$ cat src/rtl/ara_pkg.sv
// ---------------------------------------------------------------------------
// ara_pkg
// Shared types for the inter-cluster ring slide sequencer.
//   RingCntWidth       : width of the beat-count fields in a slide command
//   ring_slide_cmd_t   : packed slide command {dir, bypass, tx_beats, rx_beats}
//   ring_slide_state_e : sequencer states {IDLE, CONFIG, RUN, DONE}
// ---------------------------------------------------------------------------
package ara_pkg;

  localparam int unsigned RingCntWidth = 16;

  typedef struct packed {
    logic                    dir;       // 0 = slidedown (left), 1 = slideup (right)
    logic                    bypass;    // 1 = this cluster only forwards
    logic [RingCntWidth-1:0] tx_beats;  // beats to send, or to forward when bypass
    logic [RingCntWidth-1:0] rx_beats;  // beats to receive, ignored when bypass
  } ring_slide_cmd_t;

  typedef enum logic [1:0] {
    IDLE   = 2'd0,
    CONFIG = 2'd1,
    RUN    = 2'd2,
    DONE   = 2'd3
  } ring_slide_state_e;

endpackage

$ cat src/rtl/ring_beat_cnt.sv
// ---------------------------------------------------------------------------
// ring_beat_cnt
// Beat counter with a loadable target. Counts handshakes while enabled and
// refuses to count past the target; a handshake at the target is an overrun.
// Ports:
//   clk_i, rst_i     : clock, synchronous active-high reset
//   load_i           : load tgt_i and clear the count
//   tgt_i            : target beat count
//   en_i             : counting enabled this cycle
//   hs_i             : monitored handshake (valid & ready) this cycle
//   below_o          : count is still below target
//   inc_o            : handshake counted this cycle
//   reached_next_o   : count will equal target after this cycle
//   overrun_o        : handshake arrived while count already at target
// ---------------------------------------------------------------------------
module ring_beat_cnt #(
  parameter int unsigned CntWidth = 16
) (
  input  logic                clk_i,
  input  logic                rst_i,
  input  logic                load_i,
  input  logic [CntWidth-1:0] tgt_i,
  input  logic                en_i,
  input  logic                hs_i,
  output logic                below_o,
  output logic                inc_o,
  output logic                reached_next_o,
  output logic                overrun_o
);

  logic [CntWidth-1:0] tgt_q, tgt_d;
  logic [CntWidth-1:0] cnt_q, cnt_d;
  logic                reached;

  // The count can never pass the target, so equality is the only "done" test.
  assign reached   = (cnt_q == tgt_q);
  assign below_o   = !reached;
  assign inc_o     = en_i && hs_i && !reached;
  assign overrun_o = en_i && hs_i && reached;

  always_comb begin
    tgt_d = tgt_q;
    cnt_d = cnt_q;
    if (load_i) begin
      tgt_d = tgt_i;
      cnt_d = '0;
    end else if (inc_o) begin
      cnt_d = cnt_q + CntWidth'(1);
    end
  end

  // Look-ahead so the sequencer can leave RUN right after the last beat.
  assign reached_next_o = (cnt_d == tgt_d);

  always_ff @(posedge clk_i) begin
    if (rst_i) begin
      tgt_q <= '0;
      cnt_q <= '0;
    end else begin
      tgt_q <= tgt_d;
      cnt_q <= cnt_d;
    end
  end

endmodule

$ cat src/rtl/ring_slide_ctrl.sv
// ---------------------------------------------------------------------------
// ring_slide_ctrl
// Per-cluster sequencer for one cross-cluster slide over the ring. Accepts a
// slide command, strobes the router configuration, gates and counts tx/rx/fwd
// beats, then pulses done_o. Overruns raise a sticky err_o.
// Optional feature: define RING_SLIDE_CTRL_TIMEOUT_EN to abort a RUN phase that
// sees no counted handshake for TimeoutCycles cycles (err_o set, done_o pulses).
// Ports:
//   clk_i, rst_i                    : clock, synchronous active-high reset
//   cmd_valid_i / cmd_ready_o       : command handshake
//   cmd_dir_i, cmd_bypass_i         : direction, forward-only mode
//   cmd_tx_beats_i, cmd_rx_beats_i  : beat targets
//   tx/rx/fwd_valid_i, _ready_i     : monitored ring handshakes
//   tx_allow_o, rx_allow_o          : gating towards the slide unit
//   dir_o, bypass_o, conf_valid_o   : router configuration
//   busy_o, done_o, err_o           : status
// ---------------------------------------------------------------------------
module ring_slide_ctrl
  import ara_pkg::*;
#(
  parameter int unsigned NrClusters    = 4,
  parameter int unsigned CntWidth      = 16,
  parameter int unsigned TimeoutCycles = 1024
) (
  input  logic                clk_i,
  input  logic                rst_i,
  input  logic                cmd_valid_i,
  output logic                cmd_ready_o,
  input  logic                cmd_dir_i,
  input  logic                cmd_bypass_i,
  input  logic [CntWidth-1:0] cmd_tx_beats_i,
  input  logic [CntWidth-1:0] cmd_rx_beats_i,
  input  logic                tx_valid_i,
  input  logic                tx_ready_i,
  input  logic                rx_valid_i,
  input  logic                rx_ready_i,
  input  logic                fwd_valid_i,
  input  logic                fwd_ready_i,
  output logic                tx_allow_o,
  output logic                rx_allow_o,
  output logic                dir_o,
  output logic                bypass_o,
  output logic                conf_valid_o,
  output logic                busy_o,
  output logic                done_o,
  output logic                err_o
);

  if (NrClusters < 2 || TimeoutCycles < 1) begin : g_bad_params
    $error("ring_slide_ctrl: NrClusters must be >= 2 and TimeoutCycles >= 1");
  end

  ring_slide_state_e state_q, state_d;
  logic dir_q, dir_d, bypass_q, bypass_d, err_q, err_d;
  logic accept, run, complete, timeout;
  logic tx_hs, rx_hs, fwd_hs;
  logic tx_below, rx_below, fwd_below;
  logic tx_inc, rx_inc, fwd_inc;
  logic tx_reach, rx_reach, fwd_reach;
  logic tx_ovr, rx_ovr, fwd_ovr;
  logic stray_hs;

  assign run    = (state_q == RUN);
  assign tx_hs  = tx_valid_i && tx_ready_i;
  assign rx_hs  = rx_valid_i && rx_ready_i;
  assign fwd_hs = fwd_valid_i && fwd_ready_i;

  // tx counter doubles as nothing in bypass: the forward target reuses tx_beats.
  ring_beat_cnt #(.CntWidth(CntWidth)) u_tx_cnt (
    .clk_i, .rst_i, .load_i(accept), .tgt_i(cmd_tx_beats_i),
    .en_i(run && !bypass_q), .hs_i(tx_hs), .below_o(tx_below), .inc_o(tx_inc),
    .reached_next_o(tx_reach), .overrun_o(tx_ovr)
  );
  ring_beat_cnt #(.CntWidth(CntWidth)) u_rx_cnt (
    .clk_i, .rst_i, .load_i(accept), .tgt_i(cmd_rx_beats_i),
    .en_i(run && !bypass_q), .hs_i(rx_hs), .below_o(rx_below), .inc_o(rx_inc),
    .reached_next_o(rx_reach), .overrun_o(rx_ovr)
  );
  ring_beat_cnt #(.CntWidth(CntWidth)) u_fwd_cnt (
    .clk_i, .rst_i, .load_i(accept), .tgt_i(cmd_tx_beats_i),
    .en_i(run && bypass_q), .hs_i(fwd_hs), .below_o(fwd_below), .inc_o(fwd_inc),
    .reached_next_o(fwd_reach), .overrun_o(fwd_ovr)
  );

  // Local tx/rx traffic is illegal while only forwarding.
  assign stray_hs = run && bypass_q && (tx_hs || rx_hs);
  assign complete = bypass_q ? fwd_reach : (tx_reach && rx_reach);

`ifdef RING_SLIDE_CTRL_TIMEOUT_EN
  localparam int unsigned StallW = $clog2(TimeoutCycles + 1);
  logic [StallW-1:0] stall_q, stall_d;

  always_comb begin
    stall_d = '0;
    if (run && !(tx_inc || rx_inc || fwd_inc)) stall_d = stall_q + StallW'(1);
  end
  // Fires on the last stalled cycle so DONE follows TimeoutCycles RUN cycles.
  assign timeout = run && (stall_d == StallW'(TimeoutCycles));

  always_ff @(posedge clk_i) begin
    if (rst_i) stall_q <= '0;
    else       stall_q <= stall_d;
  end
`else
  assign timeout = 1'b0;
`endif

  always_comb begin
    state_d      = state_q;
    cmd_ready_o  = 1'b0;
    conf_valid_o = 1'b0;
    done_o       = 1'b0;
    accept       = 1'b0;
    unique case (state_q)
      IDLE: begin
        cmd_ready_o = 1'b1;
        if (cmd_valid_i) begin
          accept  = 1'b1;
          state_d = CONFIG;
        end
      end
      CONFIG: begin
        conf_valid_o = 1'b1;
        state_d      = RUN;
      end
      RUN: begin
        if (complete || timeout) state_d = DONE;
      end
      DONE: begin
        done_o  = 1'b1;
        state_d = IDLE;
      end
      default: state_d = IDLE;
    endcase
  end

  always_comb begin
    dir_d    = accept ? cmd_dir_i    : dir_q;
    bypass_d = accept ? cmd_bypass_i : bypass_q;
    err_d    = err_q;
    if (accept)                                       err_d = 1'b0;
    else if (tx_ovr || rx_ovr || fwd_ovr || stray_hs) err_d = 1'b1;
    else if (timeout && !complete)                    err_d = 1'b1;
  end

  always_ff @(posedge clk_i) begin
    if (rst_i) begin
      state_q  <= IDLE;
      dir_q    <= 1'b0;
      bypass_q <= 1'b0;
      err_q    <= 1'b0;
    end else begin
      state_q  <= state_d;
      dir_q    <= dir_d;
      bypass_q <= bypass_d;
      err_q    <= err_d;
    end
  end

  assign busy_o     = (state_q != IDLE);
  assign dir_o      = busy_o && dir_q;
  assign bypass_o   = busy_o && bypass_q;
  assign err_o      = err_q;
  assign tx_allow_o = run && !bypass_q && tx_below;
  assign rx_allow_o = run && !bypass_q && rx_below;

endmodule

$ cat config.mk
export PLATFORM = sky130hd
export DESIGN_NAME = ring_slide_ctrl
export DESIGN_NICKNAME = d
export VERILOG_FILES = /design/src/rtl/ara_pkg.sv /design/src/rtl/ring_beat_cnt.sv /design/src/rtl/ring_slide_ctrl.sv
export SDC_FILE = /design/constraint.sdc
export NUM_CORES = 1
export LEC_CHECK = 0
export BUFFER_PORTS_ARGS = -buffer_cell sky130_fd_sc_hd__buf_4
export CELL_PAD_IN_SITES_DETAIL_PLACEMENT = 2
export CELL_PAD_IN_SITES_GLOBAL_PLACEMENT = 2
export CORE_ASPECT_RATIO = 1.75
export CORE_UTILIZATION = 32
export DETAILED_ROUTE_END_ITERATION = 8
export PLACE_DENSITY = 0.73
export SYNTH_ARGS = -nofsm -noshare
export SYNTH_HDL_FRONTEND = slang
export SYNTH_SLANG_ARGS = --single-unit
$ cat constraint.sdc
create_clock -name clk_i -period 2.9 [get_ports clk_i]
set_input_delay 0.87 -clock clk_i [delete_from_list [all_inputs] [get_ports clk_i]]
set_output_delay 0.87 -clock clk_i [all_outputs]
set_load 0.1 [all_outputs]
==> qor.yml, run 1 <==
diodes: 0
utilization_pct: 52.23
hpwl_um: 24590
start_util_pct: 32.64
die_area_um2: 18900
overflow: 0
synth_fp_nets: 784
grt_pass1_wl_um: 54450
ys_ff_latch: 101
layout-drive-gt1-share_pct: 42.21
yosys_warnings: 0
cp_max_fo: 5
synth_edf_count: 0
io_buffers: 51
fp.dieW_um: 104.4
nNetsFinal: 1067
firstDrtPassIters: 5
slew_viol_final: 0
ys.flop_type: "dfxtp_1"
crit_required_ns: 3.18
synth_area_leaders: "dfxtp_1 34%, xnor2_1 11%, nand2_1 7.5%"
skew_ns: 0.01450
ant_nets: 0
crit_start: "u_tx_cnt.cnt_q[3]$_SDFF_PP0_"
cellPowerDensity_nw_per_um2: 722.7
finalNonFillerCells: 1255
yosys.cell_types.count: 69
clock_sinks: 101
synth_common_cells: "118 x nand2_1, 101 x dfxtp_1, 81 x nor2_1"
std_cell_rows: 65
grt_pass1_vias: 8529
setup_viol: 4
num_vias: 7652
grtUsageTotal_pct: 39.72
avgSynthCellArea_um2: 8.004
io_pins: 52
end_kind: "flop"
h-tree-depth: 3
max-slew-margin-rel_pct: 43.89
cts_tree: "yes"
viasPerCell: 6.097
power.leakage_uw: 0.003836
critical_path_class: "flop to flop"
wl_per_cell_um: 33.50
clk_path_buf_depth: 2
violations: "negative setup slack"
yosysMostFrequentCell: "nand2_1"
fmax_mhz: 262.3
drtIter0Drc: 532
drv_cap: 0
coreArea_um2: 17970
antenna_found_initial: 0
async_flop_share_pct: 0
finalCriticalPeriod_ns: 3.812
rsz0062_at_grt: "yes"
insertion_delay_ns: 0.39
crit_arrival_ns: 4.10
synthDominantCellAreaShare_pct: 34.46
ir_worst_vdd_uv: 579.1
status: "finished with violations"
numCtsBuffers: 9
place_inst: 1220
worstMarginPinSlew_ns: 0.8379
area_delta_synth_final_pct: 60.01
reg2reg_from: "u_tx_cnt.cnt_q[3]$_SDFF_PP0_"
drt-total-wl_um: 42040
nFillCells: 1896
postSynthCellCount: 733
start_kind: "flop"
fin_crit_sh_pct: 131.4
hp-class: "flop to flop"
drc: 0
setup_ws_ns: -0.9117
globalplace.congestion: 0.9998
final-hold-violation-count: 0
grt_max_degree: 54
synth_area_um2: 5867
yosysTopAreaCell: "dfxtp_1"
cts_root_buffer: "clkbuf_16"
total_power_uw: 6785
clk_pin_slew_ns: 0.08
worstHoldStart: "dir_q$_SDFFE_PP0P_"
die_h_um: 181.1
synth_seq_area_share_pct: 34.46
[kinds of logic (layout without fill, tap and decap cells)]
logic type               Yosys count  in the layout  share of synthesized area (%)
multiplexers                       9              9                          1.770
flip-flops                       101            101                          34.46
AND/OR/NAND/NOR                  328            328                          27.08
XOR/XNOR                         122            122                          19.17
adder cells (fa/ha/maj)            8              8                          1.706
AO/OA/AOI/OAI                    117            117                          12.46
buffers and inverters             48            336                          3.348
[registers in the layout (all words and copies together) (netlist names)]
| signal | flops |
|---|---|
| err_o | 1 |
| state_q | 2 |
| u_tx_cnt.cnt_q | 16 |
| u_rx_cnt.cnt_q | 16 |
| u_fwd_cnt.cnt_q | 16 |
| dir_q | 1 |
| bypass_q | 1 |
| u_tx_cnt.tgt_q | 16 |
| u_fwd_cnt.tgt_q | 16 |
| u_rx_cnt.tgt_q | 16 |
[worst max-delay path, cell delays in order (launching register included)]
cell,delay [ns]
dfxtp_1,0.47
buf_4,0.20
and3_2,0.24
nand4_1,0.41
buf_4,0.31
or4_4,0.51
xor2_2,0.20
nor4_4,0.46
a31oi_1,0.22
nor2_2,0.29
a31oi_4,0.14
mux2i_1,0.25
[metal layers]
layer	global-route usage, %	routed length [um]
met1	33.76	12820
met2	74.94	21320
met5	0	0
met3	6.710	2713
met4	39.89	5191
[area by class of cell]
type                       instances  area, um^2  share of cell area, %
multi-input combinational        584        4252                  45.29
sequential                       101        2048                  21.82
clock inverter                     3       65.06                 0.6931
timing repair buffer             308        2401                  25.58
inverter                          12       48.80                 0.5198
tap                              234       292.8                  3.119
clock buffer                      13       280.3                  2.985
[through the flow]
stage / cell area (um^2) / hold WS, ns / setup TNS, ns / setup WS, ns
after floorplan: 5902 / 0.4316 / -0.05683 / -0.04382
after global placement: 8254 / 0.4400 / -1.204 / -0.6177
after detailed placement: 8254 / 0.4596 / -1.742 / -0.8024
after CTS: 9104 / 0.4712 / -0.8152 / -0.2148
after global routing: 9388 / 0.5080 / -2.695 / -0.9544
final: 9388 / 0.4697 / -2.583 / -0.9117
[report_power, final]
part / leakage, uW / switching, uW / internal, uW
registers: 0.000829 / 159 / 1520
logic: 0.00283 / 2280 / 1340
clock network: 0.000172 / 627 / 851
total: 0.00384 / 3070 / 3720
[what timing repair did]
item / 4_1_cts / 5_1_grt
hold buffers: 0 / 0
resized for setup: 88 / 42
pin swaps: 34 / 27
buffers inserted: 10 / 9
setup endpoints to repair: 4 / 4
[cell usage in the layout, fill, tap and decap left out, types with 8 or more instances in the layout]
cell       synthesis  routed
nor4_1            12       8
xor2_2             0      10
a21oi_1           62      59
xnor2_1           72      59
nand2_1          118     116
xnor2_2            2      12
xor2_1            45      34
nand4_1           20      20
clkbuf_16          0       9
dfxtp_1          101      84
dfxtp_2            0      15
buf_4              0     296
o21ai_0           12       9
nand3_1           24      23
nor3_1            18      13
nor2_1            81      74
inv_1             12      10
[path summary, 6_finish.rpt]
kind | to | cells after the start | slack (ns)
setup / recovery | state_q[1]$_SDFFE_PP0P_ | 11 | -0.91
hold / removal | dir_q$_SDFFE_PP0P_ | 2 | 0.47
hold reg to reg | dir_q$_SDFFE_PP0P_ | 2 | 0.47
setup reg to reg | state_q[1]$_SDFFE_PP0P_ | 11 | -0.91
(Power assumes the default switching activity.)
==> run 2: changes to the inputs <==
--- a/config.mk
+++ b/config.mk
@@ -12,4 +12,5 @@
 export CORE_UTILIZATION = 32
 export DETAILED_ROUTE_END_ITERATION = 8
+export GPL_TIMING_DRIVEN = 0
 export PLACE_DENSITY = 0.73
 export SYNTH_ARGS = -nofsm -noshare
==> constraint.sdc (replaced) <==
create_clock -name clk_i -period 2.9 [get_ports clk_i]
set_input_delay 0.87 -clock clk_i [delete_from_list [all_inputs] [get_ports clk_i]]
set_output_delay 0.87 -clock clk_i [all_outputs]
set_load 0.02 [all_outputs]
==> qor.yml, run 2 (synthesized netlist as in run 1, its figures left out) <==
status: "finished with violations"
violations: "negative setup slack"
fmax_mhz: 315.8
setup_ws_ns: -0.2664
clk_pin_slew_ns: 0.08
ir_worst_vdd_uv: 303.4
start_util_pct: 32.64
power.leakage_uw: 0.002869
p_switching_uw: 2285
layout-drive-gt1-share_pct: 33.05
hpwl_um: 19080
firstDrtPassIters: 4
end_kind: "flop"
max-slew-margin-rel_pct: 45.72
drtIter0Drc: 233
h-tree-depth: 3
nNetsFinal: 875
p_comb_share_pct: 44.5
numCtsBuffers: 9
whs_ns: 0.4624
multi_input_area_um2: 4415
wl_per_cell_um: 24.85
setup_viol: 3
finalNonFillerCells: 1064
drc: 0
start_kind: "flop"
drv_cap: 0
mostFrequentLayoutCells: "116 x nand2_1, 88 x buf_4, 72 x nor2_1"
dp_slack_ns: -1.237
viasPerCell: 5.555
std_cell_rows: 65
clkPwrFrac_pct: 24.2
io_pins: 52
die_area_um2: 18900
ant_nets: 0
final-hold-violation-count: 0
place_inst: 1017
worstMarginPinSlew_ns: 0.8143
antenna_found_initial: 0
seq_area_um2: 2096
place_area_um2: 6536
crit_arrival_ns: 3.44
overflow: 0
coreArea_um2: 17970
holdBufCountCts: 0
p_int_uw: 3212
fp.dieW_um: 104.4
clk_path_buf_depth: 2
area_delta_synth_final_pct: 36.21
globalplace.congestion: 0.8673
layout_commonest_cell: "nand2_1"
cts_tree: "yes"
clock_sinks: 101
finalCriticalPeriod_ns: 3.166
num_vias: 5910
grt_pass1_wl_um: 38530
final_area_um2: 7991
io_buffers: 50
grtUsageTotal_pct: 27.34
fin_crit_sh_pct: 109.2
insertion_delay_ns: 0.36
drt-total-wl_um: 26440
utilization_pct: 44.46
cp_max_fo: 7
switching_share_pct: 41.57
nFillCells: 1968
hp-class: "flop to flop"
crit_required_ns: 3.18
slew_viol_final: 0
cts_root_buffer: "clkbuf_16"
grt_pass1_vias: 6669
critical_path_class: "flop to flop"
rsz0062_at_grt: "yes"
grt_max_degree: 18
skew_ns: 0.008119
cellPowerDensity_nw_per_um2: 687.8
p_seq_share_pct: 31.2
die_h_um: 181.1
[run 2: what timing repair did]
item                       in CTS  in global routing
hold endpoints to repair        0                  0
gates resized for setup       116                 87
setup endpoints to repair     101                 58
pin swaps                      32                 30
setup buffers                  28                 13
[run 2: routing by layer]
metal  track usage, %  wire length, um  vias to the layer above
met5                0                0                        -
met4            16.63             1489                        0
met3            3.247              679                       73
met2            53.91            15050                      154
met1            26.34             9226                     2971
li1                 -                -                     2712
[run 2: power groups by stage]
stage / combinational, uW / sequential [uW] / clock (uW)
after floorplan: 1140 / 1650 / 0
after global placement: 1760 / 1690 / 0
after detailed placement: 1810 / 1700 / 0
after CTS: 2210 / 1700 / 1350
after global routing: 2580 / 1730 / 1400
final: 2450 / 1720 / 1330
[run 2: critical path, cell delays in order (launching register included)]
cell,delay (ns)
dfxtp_4,0.38
xnor2_4,0.18
nand4_1,0.15
or4_4,0.53
o21a_1,0.23
buf_6,0.14
mux2i_4,0.19
xnor2_2,0.15
nor4_2,0.29
buf_4,0.20
a41oi_2,0.11
nor2_2,0.16
a31oi_4,0.14
a211oi_2,0.22
[run 2: path summary, 6_finish.rpt]
check	start	endpoint	slack, ns	depth (start not counted)
hold reg to reg	dir_q$_SDFFE_PP0P_	dir_q$_SDFFE_PP0P_	0.46	2
setup reg to reg	u_tx_cnt.tgt_q[15]$_SDFF_PP0_	state_q[0]$_SDFFE_PP0P_	-0.27	13
setup / recovery	u_tx_cnt.tgt_q[15]$_SDFF_PP0_	state_q[0]$_SDFFE_PP0P_	-0.27	13
hold / removal	dir_q$_SDFFE_PP0P_	dir_q$_SDFFE_PP0P_	0.46	2
[run 2: final cells by class]
class	count	share of cell area, %
antenna	1	0.03131
buffer	25	1.597
clock buffer	11	3.163
clock inverter	5	0.8142
inverter	12	0.5636
multi-input combinational	584	55.25
sequential	101	26.23
tap	234	3.664
timing repair buffer	91	8.690
[run 2: metrics by stage]
stage / setup TNS, ns / total power (uW)
after floorplan: 0 / 2785
after global placement: -40.33 / 3457
after detailed placement: -40.14 / 3512
after CTS: -0.5149 / 5261
after global routing: -0.8236 / 5712
final: -0.5844 / 5497
==> run 3: changes to the inputs <==
Settings changed: PLACE_DENSITY 0.73 to default, PLACE_DENSITY_LB_ADDON from default to 0.3.
==> qor.yml, run 3 (synthesized netlist as in run 1, its figures left out) <==
place_area_um2: 6536
fin_crit_sh_pct: 111.0
setup_viol: 4
worst_path_most_repeated_cell: "xnor2_2"
start_util_pct: 32.64
cts_tree: "yes"
io_pins: 52
clk_pin_slew_ns: 0.08
cts_root_buffer: "clkbuf_16"
slew_viol_final: 0
clock_sinks: 101
die_h_um: 181.1
viasPerCell: 5.606
place_inst: 1017
start_kind: "flop"
max-slew-margin-rel_pct: 43.97
nNetsFinal: 886
drv_cap: 0
ant_nets: 0
coreArea_um2: 17970
crit_start: "u_rx_cnt.cnt_q[3]$_SDFF_PP0_"
nFillCells: 1934
slowest_stage: "nor3_4"
fmax_mhz: 310.7
skew_ns: 0.01048
final-hold-violation-count: 0
h-tree-depth: 3
hp-class: "flop to flop"
std_cell_rows: 65
firstDrtPassIters: 4
power.leakage_uw: 0.002917
setup_ws_ns: -0.3183
layout_commonest_cell: "nand2_1"
die_area_um2: 18900
area_delta_synth_final_pct: 38.75
hpwl_um: 19140
overflow: 0
worstMarginPinSlew_ns: 0.8405
finalNonFillerCells: 1074
io_buffers: 50
tns_ns: -0.8773
seq_area_um2: 2126
cellPowerDensity_nw_per_um2: 692.9
holdBufCountCts: 0
grtUsageTotal_pct: 27.97
num_vias: 6021
grt_pass1_wl_um: 39120
slowest_delay_ns: 0.44
grt_pass1_vias: 6660
numCtsBuffers: 9
cp_max_fo: 6
critical_path_class: "flop to flop"
path_cells: "nand4_1 -> nor3_4 -> nand3_1 -> a21oi_1 -> xnor2_2 -> xnor2_2 -> nor4_4 -> nor2b_1 -> nor3_2 -> a31oi_4 -> a211oi_2"
crit_required_ns: 3.19
r2r_cells: 11
clk_path_buf_depth: 2
mostFrequentLayoutCells: "117 x nand2_1, 100 x buf_4, 74 x nor2_1"
crit_end: "state_q[0]$_SDFFE_PP0P_"
diodes: 0
crit_arrival_ns: 3.51
globalplace.congestion: 0.9091
ir_worst_vdd_uv: 319.4
finalCriticalPeriod_ns: 3.218
dp_slack_ns: -1.270
antenna_found_initial: 0
insertion_delay_ns: 0.37
rsz0062_at_grt: "yes"
reg2reg_from: "u_rx_cnt.cnt_q[3]$_SDFF_PP0_"
final_area_um2: 8140
status: "finished with violations"
r2r-end: "state_q[0]$_SDFFE_PP0P_"
drtIter0Drc: 321
utilization_pct: 45.29
fp.dieW_um: 104.4
multi_input_area_um2: 4449
violations: "negative setup slack"
drt-total-wl_um: 27770
layout-drive-gt1-share_pct: 34.64
wl_per_cell_um: 25.86
regToRegSetupSlack_ns: -0.32
end_kind: "flop"
drc: 0
grt_max_degree: 18
==> run 3: timing repair <==
| action | 4_1_cts | 5_1_grt |
|---|---|---|
| pin swaps | 33 | 42 |
| buffers inserted | 27 | 26 |
| endpoints found under the setup margin | 85 | 41 |
| gates resized for setup | 121 | 94 |
==> run 3: final cells by class <==
type / instances / area share (%)
Inverter: 12 / 0.5841
Sequential cell: 101 / 26.11
Clock inverter: 5 / 0.8146
Timing Repair Buffer: 103 / 9.668
Multi-Input combinational cell: 584 / 54.66
Tap cell: 234 / 3.597
Buffer: 24 / 1.460
Clock buffer: 11 / 3.105
==> run 3: stage by stage <==
step	hold WS, ns	total power, uW
after floorplan	0.4318	2785
after global placement	0.4477	3458
after detailed placement	0.4518	3511
after CTS	0.4622	5248
after global routing	0.4892	5826
final	0.4633	5640
==> run 3: metal layers <==
metal	up-vias	GRT usage (%)	wire length (um)
met5	-	0	0
met4	0	20.11	1848
met3	97	3.644	828
met2	171	54.36	15670
met1	3013	26.23	9425
li1	2740	-	-
==> run 3: power breakdown <==
part	total [uW]	leakage, uW	switching [uW]	internal, uW
Sequential	1730	0.000850	209	1530
Clock	1360	0.000154	630	729
Combinational	2550	0.00191	1540	1010
Total	5640	0.00292	2380	3260
==> run 3: worst min path at each step <==
stage,slack (ns),start,to,cells past startpoint
floorplan,0.43,dir_q$_SDFFE_PP0P_,dir_q$_SDFFE_PP0P_,2
global placement,0.45,dir_q$_SDFFE_PP0P_,dir_q$_SDFFE_PP0P_,2
detailed placement,0.45,dir_q$_SDFFE_PP0P_,dir_q$_SDFFE_PP0P_,2
CTS,0.46,dir_q$_SDFFE_PP0P_,dir_q$_SDFFE_PP0P_,2
global route,0.49,dir_q$_SDFFE_PP0P_,dir_q$_SDFFE_PP0P_,2
finish,0.46,dir_q$_SDFFE_PP0P_,dir_q$_SDFFE_PP0P_,2
==> run 3: worst max-delay path: cells and delay by family (launching register included) <==
family	cells	cell delay (ns)
simple gates	6	1.74
flops	1	0.42
compound gates	3	0.62
xor+xnor	2	0.34
